## config.mk

```make
export PLATFORM = sky130hd
export DESIGN_NAME = regfile_ctrl
export DESIGN_NICKNAME = d
export VERILOG_FILES = /design/src/rtl/regfile_pkg.sv /design/src/rtl/regfile_ctrl.sv
export SDC_FILE = /design/constraint.sdc
export NUM_CORES = 1
export LEC_CHECK = 0
export BUFFER_PORTS_ARGS = -buffer_cell sky130_fd_sc_hd__buf_4
export CORE_MARGIN = 2
export CORE_UTILIZATION = 45
export CTS_BUF_LIST = sky130_fd_sc_hd__clkbuf_8
export DETAILED_ROUTE_END_ITERATION = 7
export GPL_ROUTABILITY_DRIVEN = 0
export PLACE_DENSITY = 0.84
export SETUP_SLACK_MARGIN = 0.05
export SLEW_MARGIN = 25
export SYNTH_ARGS = -nofsm -noshare
export SYNTH_HDL_FRONTEND = slang
export SYNTH_SLANG_ARGS = --single-unit
```

## constraint.sdc

```tcl
create_clock -name Clk -period 1.82 [get_ports Clk]
set_input_delay 0.273 -clock Clk [delete_from_list [all_inputs] [get_ports Clk]]
set_output_delay 0.273 -clock Clk [all_outputs]
set_load 0.01 [all_outputs]
```

## src/rtl/regfile_pkg.sv

```systemverilog
// Shared definitions for the register-file controller.
// Holds the datapath widths, the register count and the controller state enum.
package regfile_pkg;

  localparam int REG_W  = 16;
  localparam int ADDR_W = 3;
  localparam int NREG   = 8;

  // INIT  : clear sweep writing zero into R0..R7
  // IDLE  : CPU owns the register file, debug requests accepted here
  // DWR   : debug write waiting for a free writeback slot
  // DRD   : debug address steered onto SR1
  // DCAP  : register-file SR1 data captured into dbg_rdata
  // DACK  : one-cycle completion pulse
  typedef enum logic [2:0] {
    INIT = 3'd0,
    IDLE = 3'd1,
    DWR  = 3'd2,
    DRD  = 3'd3,
    DCAP = 3'd4,
    DACK = 3'd5
  } state_t;

endpackage

```

## src/rtl/regfile_ctrl.sv

```systemverilog
// Register-file controller arbitrating between CPU writeback and a debug port.
//
// After reset the controller sweeps R0..R7 to zero (8 cycles), then passes the
// CPU writeback/source selects through to the register file. Debug reads steal
// the SR1 read port for two stalled cycles; debug writes wait for a cycle in
// which the CPU is not writing back.
//
// Ports:
//   Clk, Reset                 clock, synchronous active-high reset
//   cpu_ld/cpu_dr/cpu_data     CPU writeback request, destination, data
//   cpu_sr1/cpu_sr2            CPU source-register selects
//   dbg_req/dbg_we/dbg_addr/dbg_wdata   debug request channel
//   dbg_ack/dbg_rdata          debug completion pulse and read result
//   rf_ld/rf_dr/rf_bus/rf_sr1/rf_sr2    register-file controls
//   rf_sr1_out                 register-file SR1 data (synchronous read)
//   cpu_stall                  CPU must not use SR1 data or issue work
//   init_done                  clear sweep finished
//   dbg_state                  current controller state, for observation
//
// Debug handshake: the requester raises dbg_req with dbg_we/dbg_addr/dbg_wdata
// stable and holds it until dbg_ack; dbg_ack is high for exactly one cycle and
// the requester drops dbg_req at the edge that closes that cycle. A request
// still high in IDLE is taken as a new transaction. Address and write data are
// latched at acceptance, so they may change afterwards.
module regfile_ctrl
  import regfile_pkg::*;
(
  input  logic              Clk,
  input  logic              Reset,
  input  logic              cpu_ld,
  input  logic [ADDR_W-1:0] cpu_dr,
  input  logic [REG_W-1:0]  cpu_data,
  input  logic [ADDR_W-1:0] cpu_sr1,
  input  logic [ADDR_W-1:0] cpu_sr2,
  input  logic              dbg_req,
  input  logic              dbg_we,
  input  logic [ADDR_W-1:0] dbg_addr,
  input  logic [REG_W-1:0]  dbg_wdata,
  output logic              dbg_ack,
  output logic [REG_W-1:0]  dbg_rdata,
  output logic              rf_ld,
  output logic [ADDR_W-1:0] rf_dr,
  output logic [REG_W-1:0]  rf_bus,
  output logic [ADDR_W-1:0] rf_sr1,
  output logic [ADDR_W-1:0] rf_sr2,
  input  logic [REG_W-1:0]  rf_sr1_out,
  output logic              cpu_stall,
  output logic              init_done,
  output logic [2:0]        dbg_state
);

  localparam logic [ADDR_W-1:0] LAST_REG = ADDR_W'(NREG - 1);

  state_t              state_q,   state_d;
  logic [ADDR_W-1:0]   clr_cnt_q, clr_cnt_d;
  logic [ADDR_W-1:0]   addr_q,    addr_d;
  logic [REG_W-1:0]    wdata_q,   wdata_d;
  logic [REG_W-1:0]    rdata_q,   rdata_d;

  always_comb begin
    state_d   = state_q;
    clr_cnt_d = clr_cnt_q;
    addr_d    = addr_q;
    wdata_d   = wdata_q;
    rdata_d   = rdata_q;

    rf_ld     = cpu_ld;
    rf_dr     = cpu_dr;
    rf_bus    = cpu_data;
    rf_sr1    = cpu_sr1;
    rf_sr2    = cpu_sr2;
    cpu_stall = 1'b0;
    init_done = 1'b1;
    dbg_ack   = 1'b0;

    case (state_q)
      INIT: begin
        rf_ld     = 1'b1;
        rf_dr     = clr_cnt_q;
        rf_bus    = '0;
        cpu_stall = 1'b1;
        init_done = 1'b0;
        clr_cnt_d = clr_cnt_q + 3'd1;
        if (clr_cnt_q == LAST_REG) state_d = IDLE;
      end
      IDLE: begin
        if (dbg_req) begin
          addr_d  = dbg_addr;
          wdata_d = dbg_wdata;
          state_d = dbg_we ? DWR : DRD;
        end
      end
      DWR: begin
        // CPU writeback has priority; the debug write takes the first free slot.
        if (!cpu_ld) begin
          rf_ld   = 1'b1;
          rf_dr   = addr_q;
          rf_bus  = wdata_q;
          state_d = DACK;
        end
      end
      DRD: begin
        // The register file reads synchronously: the address presented here is
        // sampled at this cycle's closing edge, ahead of any same-cycle write,
        // so a colliding CPU writeback does not affect the captured value.
        rf_sr1    = addr_q;
        cpu_stall = 1'b1;
        state_d   = DCAP;
      end
      DCAP: begin
        cpu_stall = 1'b1;
        rdata_d   = rf_sr1_out;
        state_d   = DACK;
      end
      DACK: begin
        dbg_ack = 1'b1;
        state_d = IDLE;
      end
      default: state_d = INIT;
    endcase
  end

  always_ff @(posedge Clk) begin
    if (Reset) begin
      state_q   <= INIT;
      clr_cnt_q <= '0;
      addr_q    <= '0;
      wdata_q   <= '0;
      rdata_q   <= '0;
    end else begin
      state_q   <= state_d;
      clr_cnt_q <= clr_cnt_d;
      addr_q    <= addr_d;
      wdata_q   <= wdata_d;
      rdata_q   <= rdata_d;
    end
  end

  assign dbg_rdata = rdata_q;
  assign dbg_state = state_q;

endmodule

```

==> results of run 1 <==
worst max-delay path by stage:
stage / from / endpoint / slack, ns / cells past startpoint
5_1_grt: dbg_state[2] / rf_dr[2] / -0.003 / 4
3_3_place_gp: dbg_state[2] / dbg_rdata[0] / 0.19 / 4
6_report: dbg_state[2] / rf_dr[2] / 0.04 / 4
2_1_floorplan: dbg_state[2] / rf_bus[0] / 0.29 / 4
4_1_cts: dbg_state[2] / rf_dr[1] / 0.05 / 4
3_5_place_dp: dbg_state[2] / dbg_rdata[14] / 0.16 / 4
worst register-to-register path, stage by stage, from the launching register on:
cell and delay, ns:
dfxtp_2 0.39, buf_4 0.18, or3b_1 0.61, nand2_1 0.18, a21oi_1 0.07
state kept, by name (all words and copies together), names as in the netlist:
signal / count
dbg_state: 3
addr_q: 3
clr_cnt_q: 3
dbg_rdata: 16
wdata_q: 16
area by class of cell:
cell class	count	area [sq um]	area share
Sequential cell	41	830	0.284
Clock buffer	5	68.8	0.0235
Timing Repair Buffer	114	872	0.298
Multi-Input combinational cell	165	1020	0.348
Clock inverter	3	65.1	0.0222
Tap cell	52	65.1	0.0222
Inverter	2	7.51	0.00257
through the flow:
stage | cells | hold WS (ns) | power (mW)
2_1_floorplan | 229 | 0.400 | 1.01
5_1_grt | 382 | 0.216 | 2.05
3_3_place_gp | 374 | 0.442 | 1.14
4_1_cts | 382 | 0.219 | 1.99
3_5_place_dp | 374 | 0.446 | 1.14
6_report | 382 | 0.221 | 1.98
kinds of logic (layout without fill, tap and decap cells):
kind of cell               after synthesis  after routing  share of synthesized area
and+or+nand+nor                         89             89                      0.224
DFF                                     41             41                      0.418
AOI/OAI and AO/OA                       68             68                      0.231
buffers and inverters                   23            124                     0.0816
adders and majority gates                2              2                     0.0128
muxes                                    5              5                     0.0274
xor gates and xnor gates                 1              1                    0.00447
layout by cell type (no fill, tap or decap), drive strengths merged, types with 2 or more instances in the layout:
cell type	Yosys	routed
nand2	73	73
mux2	3	3
dfxtp	41	41
mux2i	2	2
clkbuf	4	5
buf	17	114
a21oi	41	41
nor3b	2	2
inv	2	2
or3	2	2
bufinv	0	2
o22ai	6	6
ha	2	2
o21ai	3	3
a22o	16	16
nor2	5	5
routing by layer:
metal | part of all wire | GRT usage | wire length, um | vias up
li1 | - | - | - | 983
met1 | 0.42 | 0.251 | 2190 | 934
met2 | 0.50 | 0.357 | 2620 | 69
met3 | 0.062 | 0.0433 | 323 | 6
met4 | 0.012 | 0.0641 | 61 | 0
met5 | 0 | 0 | 0 | -
where the power goes:
part | leakage (nW) | total (mW) | switching, mW | internal (mW)
Clock | 0.0681 | 0.852 | 0.307 | 0.545
Sequential | 0.333 | 0.912 | 0.00910 | 0.903
Combinational | 0.846 | 0.217 | 0.0833 | 0.134
what timing repair did:
| item | CTS | global route |
|---|---|---|
| setup endpoints to repair | 22 | 22 |
| gates resized for setup | 5 | 9 |
| pin swaps | 0 | 1 |
| hold buffers | 0 | 0 |
==> results.rst, run 1 <==
.. list-table::
   :header-rows: 1

   * - Metric
     - Value
   * - 1st-pass router iterations
     - 4
   * - CTS Sinks
     - roughly 40
   * - Fraction of post-synthesis cell area in the top cell type by area
     - 0.418
   * - Detail Placement HPWL
     - about 3700 um
   * - Critical-path top delay cell
     - or3_1
   * - Synth area leader
     - dfxtp_1
   * - Synthesis-stage register bit count
     - 41
   * - Maximum net fanout on the critical path
     - 6
   * - Net total in the final layout
     - 396
   * - Floorplan die area
     - 4900 sq um
   * - Most frequent cells after synthesis
     - 62 x nand2_1, 41 x dfxtp_1, 31 x a21oi_1
   * - Cell family with most CP delay
     - simple AND/OR/NAND/NOR gates
   * - Aggregate global-route resource usage
     - 0.204
   * - Critical path class
     - reg -> out
   * - Reg-to-reg startpoint
     - dbg_state[0]
   * - Cell area after synthesis
     - about 2000 sq um
   * - Number of max-slew violations in the final report
     - 0
   * - Setup repair after global routing missed its margin
     - true
   * - Number of buffer and inverter instances along the worst setup path
     - 1
   * - Core area
     - 4260 sq um
   * - PD cells
     - between 600 and 700 nW/um^2
   * - Number of H-tree levels
     - 2
   * - Proportion of synthesized flip-flops having asynchronous set or reset
     - 0
   * - Cells on Worst Hold Path
     - 3
   * - Wire length of the first global-routing pass
     - roughly 8000 um
   * - Number of enable flip-flop cells after synthesis
     - 0
   * - DRC
     - 0
   * - Slew HR
     - 0.588
   * - Final setup violating endpoints
     - 0
   * - Cell types occupying the most area after synthesis
     - dfxtp_1 42%, nand2_1 12%, a21oi_1 7.9%
   * - Area post-placement
     - 2740 sq um
   * - CTS Root Buffer Type
     - clkbuf_8
   * - Critical path's largest stage delay
     - around 0.47 ns
   * - Die height
     - 70.0 um
   * - Num rows
     - 24
   * - CP arrival
     - about 1.5 ns
   * - Post-placement setup slack
     - between 0.15 and 0.2 ns
   * - Via count
     - roughly 2000
   * - Maximum vdd drop
     - 0.505 mV
   * - Peak Freq
     - around 0.56 GHz
   * - Post-CTS Repair Setup Buffers
     - 0
   * - Worst EP required
     - 1.55 ns
   * - Hold_sp
     - rf_sr1_out[7]
   * - Initial drt markers
     - approximately 110
   * - Fraction of layout cells with a size suffix above 1
     - 0.476
   * - Cell area after layout
     - 2930 sq um
   * - Maximum buffer depth of the clock tree
     - 2
   * - R2R Setup Slk
     - 0.25 ns
   * - Critical-path cell list
     - or3_1 -> o22ai_2 -> a21oi_1 -> buf_4
   * - Inserted Clock Buffers
     - 5
   * - Antenna violations before repair
     - 0
   * - Synth unique cells
     - 33
   * - Via count of the first global-routing pass
     - ~1800
   * - Routed via count divided by cell count
     - roughly 5.2
   * - DIE WIDTH
     - 70.0 um
   * - Antenna Violating Nets Remaining
     - 0
   * - Leakage power
     - between 1 and 1.5 nW
   * - Outcome
     - finished clean
   * - Starting density of the core
     - 0.460
   * - Crit end category
     - output port
   * - Slew of the pin with the lowest slew margin
     - 0.617 ns
   * - Max-cap violations
     - 0
   * - Critical path startpoint category
     - register
   * - Mapped Nets
     - 296
   * - Core utilization of the finished layout
     - 0.686
   * - Pin count of the biggest net entering global routing
     - 42
   * - Ports
     - between 100 and 150
   * - Time the final worst path needs with I/O delays and setup
     - 1.78 ns
   * - Average cell area after synthesis
     - 8.57 sq um
   * - Avg WL per Cell
     - 13.6 um
   * - Clock Latency Late Sink
     - 0.29 ns
   * - Antenna Diode Count
     - 0
   * - Final count of hold timing violations
     - 0
   * - Filler cells
     - 377
   * - Clock tree from TritonCTS
     - built
   * - Count of buffers inserted at the top-level ports
     - between 100 and 150
   * - Congestion Overflow GR
     - 0
   * - Worst Hold Path EP
     - dbg_rdata[7]
   * - Final worst-path setup slack
     - between 0.04 and 0.05 ns
   * - Worst r2r path cells
     - 4
   * - Fin Clk Skew
     - 0.00986 ns
   * - Final Routed Wirelength
     - approximately 5200 um
   * - Critical R2R Capture
     - dbg_rdata[14]
   * - P&R area growth vs syn
     - 49.1%
   * - Most common flop cell mapped by yosys
     - dfxtp_1
   * - Fraction of the yosys area taken by sequential cells
     - 0.418
   * - Clock-pin slew of the registers on the worst-case setup and hold paths
     - 0.08 ns
   * - Final period utilization
     - 0.978
   * - Worst min path class
     - in -> reg
   * - Post-route setup TNS
     - 0 ns
   * - Count of warnings emitted by yosys
     - 0
   * - Cell with the most instances after synthesis
     - nand2_1
   * - Synth Instances
     - 229
(Power assumes the default switching activity.)
==> run 2: changes to the inputs <==
Settings changed: BUFFER_PORTS_ARGS -buffer_cell sky130_fd_sc_hd__buf_4 to default, CORE_UTILIZATION 45 to 65, DONT_BUFFER_PORTS from default to 1, PLACE_DENSITY 0.84 to 0.83.
==> run 2 against run 1 <==
Effect of this change: die area shrank 29%; non-clock buffer count down 101; critical endpoint is now rf_dr[1]; sequential cell count is the same; global-route usage is 2.9 points higher; first-iteration DRC count rose by 8.3%; cell count shrank 32%; critical path depth stayed put; maximum frequency rose by 3.2%; combinational power shrank 63%; clock skew decreased by 0.0044 ns; clock power decreased by 27%; sequential power about the same; the run now ends with DRC left.
==> results.rst, run 2 (synthesized netlist as in run 1, its figures left out) <==
.. list-table::
   :header-rows: 1

   * - Metric
     - Value
   * - Outcome
     - finished with violations (was finished clean)
   * - Violations in the final reports
     - DRC
   * - Reg-to-reg startpoint
     - dbg_state[1] (was dbg_state[0])
   * - Time the final worst path needs with I/O delays and setup
     - 1.73 ns (was 1.78 ns)
   * - Clock-pin slew of the registers on the worst-case setup and hold paths
     - 0.07 ns (was 0.08 ns)
   * - Clock Latency Late Sink
     - 0.28 ns (was 0.29 ns)
   * - CTS Root Buffer Type
     - clkbuf_8 (unchanged)
   * - Critical R2R Capture
     - clr_cnt_q[2] (was dbg_rdata[14])
   * - Count of buffers inserted at the top-level ports
     - 0 (was 106)
   * - Leading cell types in the layout, fill and taps excluded
     - 62 x nand2_1, 38 x dfxtp_1, 28 x a21oi_1 (was 112 x buf_4, 61 x nand2_1, 38 x dfxtp_1)
   * - R2R Setup Slk
     - 0.33 ns (was 0.25 ns)
   * - CTS Sinks
     - 41 (unchanged)
   * - Number of max-slew violations in the final report
     - 0 (unchanged)
   * - Capturing instance or port of the critical path
     - rf_dr[1] (was rf_dr[2])
   * - Ports
     - 113 (unchanged)
   * - Antenna violations before repair
     - 0 (unchanged)
   * - Number of H-tree levels
     - 2 (unchanged)
   * - Peak Freq
     - 0.580 GHz (was 0.562 GHz)
   * - Antenna Diode Count
     - 0 (unchanged)
   * - Wire length of the first global-routing pass
     - 6240 um (was 8220 um)
   * - First element of the critical path
     - dbg_state[1] (was dbg_state[2])
   * - Avg WL per Cell
     - 17.0 um (was 13.6 um)
   * - Via count
     - 1636 (was 1992)
   * - Fin Clk Skew
     - 0.00550 ns (was 0.00986 ns)
   * - Final setup violating endpoints
     - 0 (unchanged)
   * - Die height
     - 58.9 um (was 70.0 um)
   * - 1st-pass router iterations
     - 6 (was 4)
   * - Core area
     - 2810 sq um (was 4260 sq um)
   * - Via count of the first global-routing pass
     - 1531 (was 1814)
   * - Clock tree from TritonCTS
     - built (unchanged)
   * - Post-route setup TNS
     - 0 ns (unchanged)
   * - PD cells
     - 757 nW/um^2 (was 677 nW/um^2)
   * - Pin count of the biggest net entering global routing
     - 42 (unchanged)
   * - Critical path startpoint category
     - register (unchanged)
   * - Post-placement setup slack
     - 0.234 ns (was 0.163 ns)
   * - Filler cells
     - 187 (was 377)
   * - Inserted Clock Buffers
     - 5 (unchanged)
   * - Net total in the final layout
     - 295 (was 396)
   * - Routed via count divided by cell count
     - 6.29 (was 5.21)
   * - Slew of the pin with the lowest slew margin
     - 0.457 ns (was 0.617 ns)
   * - Max-cap violations
     - 0 (unchanged)
   * - DIE WIDTH
     - 58.9 um (was 70.0 um)
   * - P&R area growth vs syn
     - 8.93% (was 49.1%)
   * - Worst EP required
     - 1.55 ns (about the same)
   * - CP arrival
     - 1.45 ns (was 1.51 ns)
   * - Antenna Violating Nets Remaining
     - 0 (unchanged)
   * - Starting density of the core
     - 0.699 (was 0.460)
   * - Worst min path class
     - in -> reg (unchanged)
   * - Final Routed Wirelength
     - 4420 um (was 5200 um)
   * - Slew HR
     - 0.692 (was 0.588)
   * - Initial drt markers
     - 117 (was 108)
   * - Maximum vdd drop
     - 0.536 mV (was 0.505 mV)
   * - Final worst-path setup slack
     - 0.0949 ns (was 0.0404 ns)
   * - Congestion Overflow GR
     - 0 (unchanged)
   * - Placed Cells
     - 249 (was 374)
   * - Leading cell type in the layout, fill and taps excluded
     - nand2_1 (was buf_4)
   * - Leakage power
     - 0.711 nW (was 1.25 nW)
   * - Aggregate global-route resource usage
     - 0.233 (was 0.204)
   * - Final count of hold timing violations
     - 0 (unchanged)
   * - Number of non-filler instances in the completed layout
     - 260 (was 382)
   * - Maximum net fanout on the critical path
     - 9 (was 6)
   * - Critical path class
     - reg -> out (unchanged)
   * - Maximum buffer depth of the clock tree
     - 2 (unchanged)
   * - DRC
     - 9 (was 0)
   * - Num rows
     - 19 (was 24)
   * - Setup repair after global routing missed its margin
     - false (was true)
   * - Crit end category
     - output port (unchanged)
   * - Fraction of layout cells with a size suffix above 1
     - 0.249 (was 0.476)
   * - Final period utilization
     - 0.948 (was 0.978)
   * - Worst r2r path cells
     - 5 (was 4)
   * - Detail Placement HPWL
     - 3030 um (was 3690 um)
   * - Floorplan die area
     - 3470 sq um (was 4900 sq um)
==> run 2: cell count changes in the layout (fill, tap and decap cells not counted), sizes merged <==
| cell | delta |
|---|---|
| bufinv | -2 |
| clkbuf | +2 |
| buf | -101 |
==> run 2: through the flow <==
| stage | instance area [sq um] | hold WS, ns | util | power, mW |
|---|---|---|---|---|
| global route | 2140 | 0.0308 | 0.762 | 1.68 |
| floorplan | 1960 | 0.400 | - | 1.01 |
| global placement | 1940 | 0.342 | 0.690 | 0.996 |
| CTS | 2050 | 0.0370 | 0.732 | 1.62 |
| finish | 2140 | 0.0486 | 0.762 | 1.62 |
| detailed placement | 1940 | 0.345 | 0.690 | 1.00 |
==> run 2: per-layer routing <==
layer  part of all wire  track usage  routed length, um  vias up
met5                  0            0                  0        -
met4              0.011       0.0584                 49        0
met3              0.090       0.0747                397        8
met2               0.53        0.449               2340       79
met1               0.37        0.240               1630      770
li1                   -            -                  -      779
==> run 2: repair_timing <==
action / in CTS / in global routing
pin swaps: 0 / 4
resized for setup: 6 / 13
setup buffers: 0 / 3
setup endpoints to repair: 24 / 22
hold buffers: 0 / 0
==> run 2: worst min path at each step <==
stage | startpoint | end | slack, ns | cells after the start
final | Reset | wdata_q[11] | 0.05 | 1
after global routing | Reset | wdata_q[11] | 0.03 | 1
after CTS | Reset | wdata_q[13] | 0.04 | 1
after detailed placement | Reset | wdata_q[13] | 0.34 | 1
after global placement | Reset | wdata_q[12] | 0.34 | 1
after floorplan | dbg_addr[0] | addr_q[0] | 0.40 | 2
==> run 2: critical path, cell delays in order, from the launching register on <==
cell	delay (ns)
dfxtp_4	0.38
buf_6	0.15
or3_4	0.44
o22ai_4	0.14
a21oi_2	0.07
==> run 2: final cells by class <==
class                           instances  area [sq um]  area share
Clock buffer                            7          96.3      0.0451
Timing Repair Buffer                   13           118      0.0550
Sequential cell                        41           832       0.389
Clock inverter                          1          5.00     0.00234
Tap cell                               31          38.8      0.0181
Multi-Input combinational cell        165          1040       0.487
Inverter                                2          7.51     0.00351
==> run 2: power by group <==
part / internal [mW] / total, mW / switching [mW]
combinational: 0.0365 / 0.0794 / 0.0429
sequential: 0.902 / 0.915 / 0.0128
clock: 0.342 / 0.623 / 0.281
total: 1.28 / 1.62 / 0.337
==> run 3: changes to the inputs <==
==> constraint.sdc (replaced) <==
create_clock -name Clk -period 1.82 [get_ports Clk]
set_input_delay 0 -clock Clk [delete_from_list [all_inputs] [get_ports Clk]]
set_output_delay 0 -clock Clk [all_outputs]
set_load 0.01 [all_outputs]
==> run 3 against run 2 <==
Effect of this change: the flow still finishes with violations (DRC); die area unchanged; non-clock buffer count rose by 32; combinational power rose by 100%; sequential share of layout area decreased by 4.7 points; worst hold slack worse by 0.049 ns; highest routed layer unchanged; register-to-register slack got worse by 0.03 ns; cell count grew 12%; first-iteration DRC count up 0.85%.
==> results.rst, run 3 (synthesized netlist as in run 1, its figures left out) <==
.. list-table::
   :header-rows: 1

   * - Metric
     - Value
   * - Detail Placement HPWL
     - 3020 um (was 3030 um)
   * - Fraction of layout cells with a size suffix above 1
     - 0.161 (was 0.249)
   * - Critical-path cell list
     - buf_4 -> nor2_2 -> nand2_2 -> a22o_1 (was buf_6 -> or3_4 -> o22ai_4 -> a21oi_2)
   * - Worst min path class
     - in -> out (was in -> reg)
   * - CTS Sinks
     - 41 (unchanged)
   * - Ports
     - 113 (unchanged)
   * - Final Routed Wirelength
     - 5230 um (was 4420 um)
   * - PD cells
     - 710 nW/um^2 (was 757 nW/um^2)
   * - Number of non-filler instances in the completed layout
     - 292 (was 260)
   * - Max-cap violations
     - 0 (unchanged)
   * - Inserted Clock Buffers
     - 5 (unchanged)
   * - Post-CTS Repair Setup Buffers
     - 0 (unchanged)
   * - Antenna Diode Count
     - 0 (unchanged)
   * - Pin count of the biggest net entering global routing
     - 42 (unchanged)
   * - Starting density of the core
     - 0.699 (unchanged)
   * - Slew HR
     - 0.586 (was 0.692)
   * - Hold_sp
     - cpu_sr2[1] (was Reset)
   * - Slew of the pin with the lowest slew margin
     - 0.620 ns (was 0.457 ns)
   * - Cells on Worst Hold Path
     - 0 (was 1)
   * - Critical path startpoint category
     - register (unchanged)
   * - Worst Hold Path EP
     - rf_sr2[1] (was wdata_q[11])
   * - Maximum buffer depth of the clock tree
     - 2 (unchanged)
   * - Critical-path top delay cell
     - dfxtp_2 (was or3_4)
   * - Antenna violations before repair
     - 0 (unchanged)
   * - Count of buffers inserted at the top-level ports
     - 0 (unchanged)
   * - Peak Freq
     - 0.596 GHz (was 0.580 GHz)
   * - Net total in the final layout
     - 327 (was 295)
   * - Number of buffer and inverter instances along the worst setup path
     - 1 (unchanged)
   * - Clock Latency Late Sink
     - 0.29 ns (was 0.28 ns)
   * - Num rows
     - 19 (unchanged)
   * - Power Total
     - 1.71 mW (was 1.62 mW)
   * - Via count
     - 1826 (was 1636)
   * - Number of H-tree levels
     - 2 (unchanged)
   * - Aggregate global-route resource usage
     - 0.303 (was 0.233)
   * - Clock-pin slew of the registers on the worst-case setup and hold paths
     - 0.07 ns (about the same)
   * - Cell area after layout
     - 2400 sq um (was 2140 sq um)
   * - Reg-to-reg startpoint
     - dbg_state[0] (was dbg_state[1])
   * - Area post-placement
     - 1890 sq um (was 1940 sq um)
   * - Leading cell type in the layout, fill and taps excluded
     - nand2_1 (unchanged)
   * - CTS Root Buffer Type
     - clkbuf_8 (unchanged)
   * - CP arrival
     - 1.68 ns (was 1.45 ns)
   * - Leakage power
     - 0.822 nW (was 0.711 nW)
   * - Maximum net fanout on the critical path
     - 16 (was 9)
   * - Routed via count divided by cell count
     - 6.25 (was 6.29)
   * - Placed Cells
     - 244 (was 249)
   * - Final period utilization
     - 0.921 (was 0.948)
   * - Congestion Overflow GR
     - 0 (unchanged)
   * - Floorplan die area
     - 3470 sq um (unchanged)
   * - Antenna Violating Nets Remaining
     - 0 (unchanged)
   * - Wire length of the first global-routing pass
     - 7960 um (was 6240 um)
   * - DRC
     - 9 (unchanged)
   * - Leading cell types in the layout, fill and taps excluded
     - 62 x nand2_1, 40 x dfxtp_1, 39 x dlygate4sd3_1 (was 62 x nand2_1, 38 x dfxtp_1, 28 x a21oi_1)
   * - Violations in the final reports
     - DRC (unchanged)
   * - Core area
     - 2810 sq um (unchanged)
   * - Fin Clk Skew
     - 0.00521 ns (was 0.00550 ns)
   * - Initial drt markers
     - 118 (was 117)
   * - Critical path class
     - reg -> out (unchanged)
   * - Avg WL per Cell
     - 17.9 um (was 17.0 um)
   * - Worst EP required
     - 1.82 ns (was 1.55 ns)
   * - Worst r2r path cells
     - 4 (was 5)
   * - Cell family with most CP delay
     - simple AND/OR/NAND/NOR gates (unchanged)
   * - 1st-pass router iterations
     - 8 (was 6)
   * - Die height
     - 58.9 um (unchanged)
   * - Final count of hold timing violations
     - 0 (unchanged)
   * - Via count of the first global-routing pass
     - 1789 (was 1531)
   * - Time the final worst path needs with I/O delays and setup
     - 1.68 ns (was 1.73 ns)
   * - Post-route setup TNS
     - 0 ns (unchanged)
   * - R2R Setup Slk
     - 0.30 ns (was 0.33 ns)
   * - Final setup violating endpoints
     - 0 (unchanged)
   * - Crit end category
     - output port (unchanged)
   * - Number of max-slew violations in the final report
     - 0 (unchanged)
   * - P&R area growth vs syn
     - 22.5% (was 8.93%)
   * - Critical R2R Capture
     - dbg_rdata[14] (was clr_cnt_q[2])
   * - Setup repair after global routing missed its margin
     - false (unchanged)
   * - Core utilization of the finished layout
     - 0.857 (was 0.762)
   * - Maximum vdd drop
     - 0.671 mV (was 0.536 mV)
   * - Critical path's largest stage delay
     - 0.38 ns (was 0.44 ns)
   * - Clock tree from TritonCTS
     - built (unchanged)
   * - DIE WIDTH
     - 58.9 um (unchanged)
   * - Outcome
     - finished with violations (unchanged)
   * - Filler cells
     - 164 (was 187)
run 3: changes by cell type in the layout (fill, tap and decap cells not counted), moves of 3 or more:
cell,change
dfxtp_4,-3
dlygate4sd3_1,+39
a21oi_2,-3
buf_4,-5
o22ai_2,-3
o22ai_1,+4
a21oi_1,+3
run 3: timing repair:
item / CTS / global route
setup endpoints to repair: 0 / 25
hold endpoints to repair: 41 / 0
resized for setup: 0 / 3
hold buffers: 40 / 0
run 3: worst reg2reg max path, cell delays in order (launching register included):
cell	delay [ns]
dfxtp_1	0.32
buf_4	0.20
or3b_1	0.63
nand2_1	0.19
a21oi_1	0.08
run 3: cell type report:
| type | count | area (sq um) | area share |
|---|---|---|---|
| Clock inverter | 1 | 5.00 | 0.00208 |
| Timing Repair Buffer | 45 | 448 | 0.186 |
| Tap cell | 31 | 38.8 | 0.0161 |
| Sequential cell | 41 | 822 | 0.342 |
| Multi-Input combinational cell | 165 | 986 | 0.410 |
| Inverter | 2 | 7.51 | 0.00312 |
| Clock buffer | 7 | 96.3 | 0.0401 |
run 3: power breakdown:
group	internal (mW)	switching, mW
Sequential	0.906	0.00869
Combinational	0.0871	0.0717
Clock	0.342	0.291
Total	1.34	0.372
run 3: how the worst max path moves through the flow:
stage / start / end / slack (ns) / depth (start not counted)
after floorplan: dbg_state[2] / clr_cnt_q[0] / 0.49 / 5
after global placement: dbg_state[2] / wdata_q[6] / 0.32 / 3
after detailed placement: dbg_state[2] / wdata_q[0] / 0.19 / 3
after CTS: dbg_state[2] / rf_sr1[2] / 0.06 / 4
after global routing: dbg_state[2] / rf_bus[2] / 0.08 / 4
final: dbg_state[2] / rf_bus[2] / 0.14 / 4
run 3: routing by layer:
| metal | routed length [um] | vias to the layer above | track usage |
|---|---|---|---|
| li1 | - | 845 | - |
| met1 | 1810 | 851 | 0.300 |
| met2 | 2800 | 112 | 0.583 |
| met3 | 473 | 18 | 0.0967 |
| met4 | 150 | 0 | 0.104 |
| met5 | 0 | - | 0 |
run 3: stage by stage:
stage / setup WS, ns / hold slack (ns)
6_report: 0.143 / 0.00000394
5_1_grt: 0.0827 / 0.0000182
4_1_cts: 0.0641 / 0.000119
3_5_place_dp: 0.185 / 0.000119
3_3_place_gp: 0.320 / 0.000119
2_1_floorplan: 0.486 / 0.0918
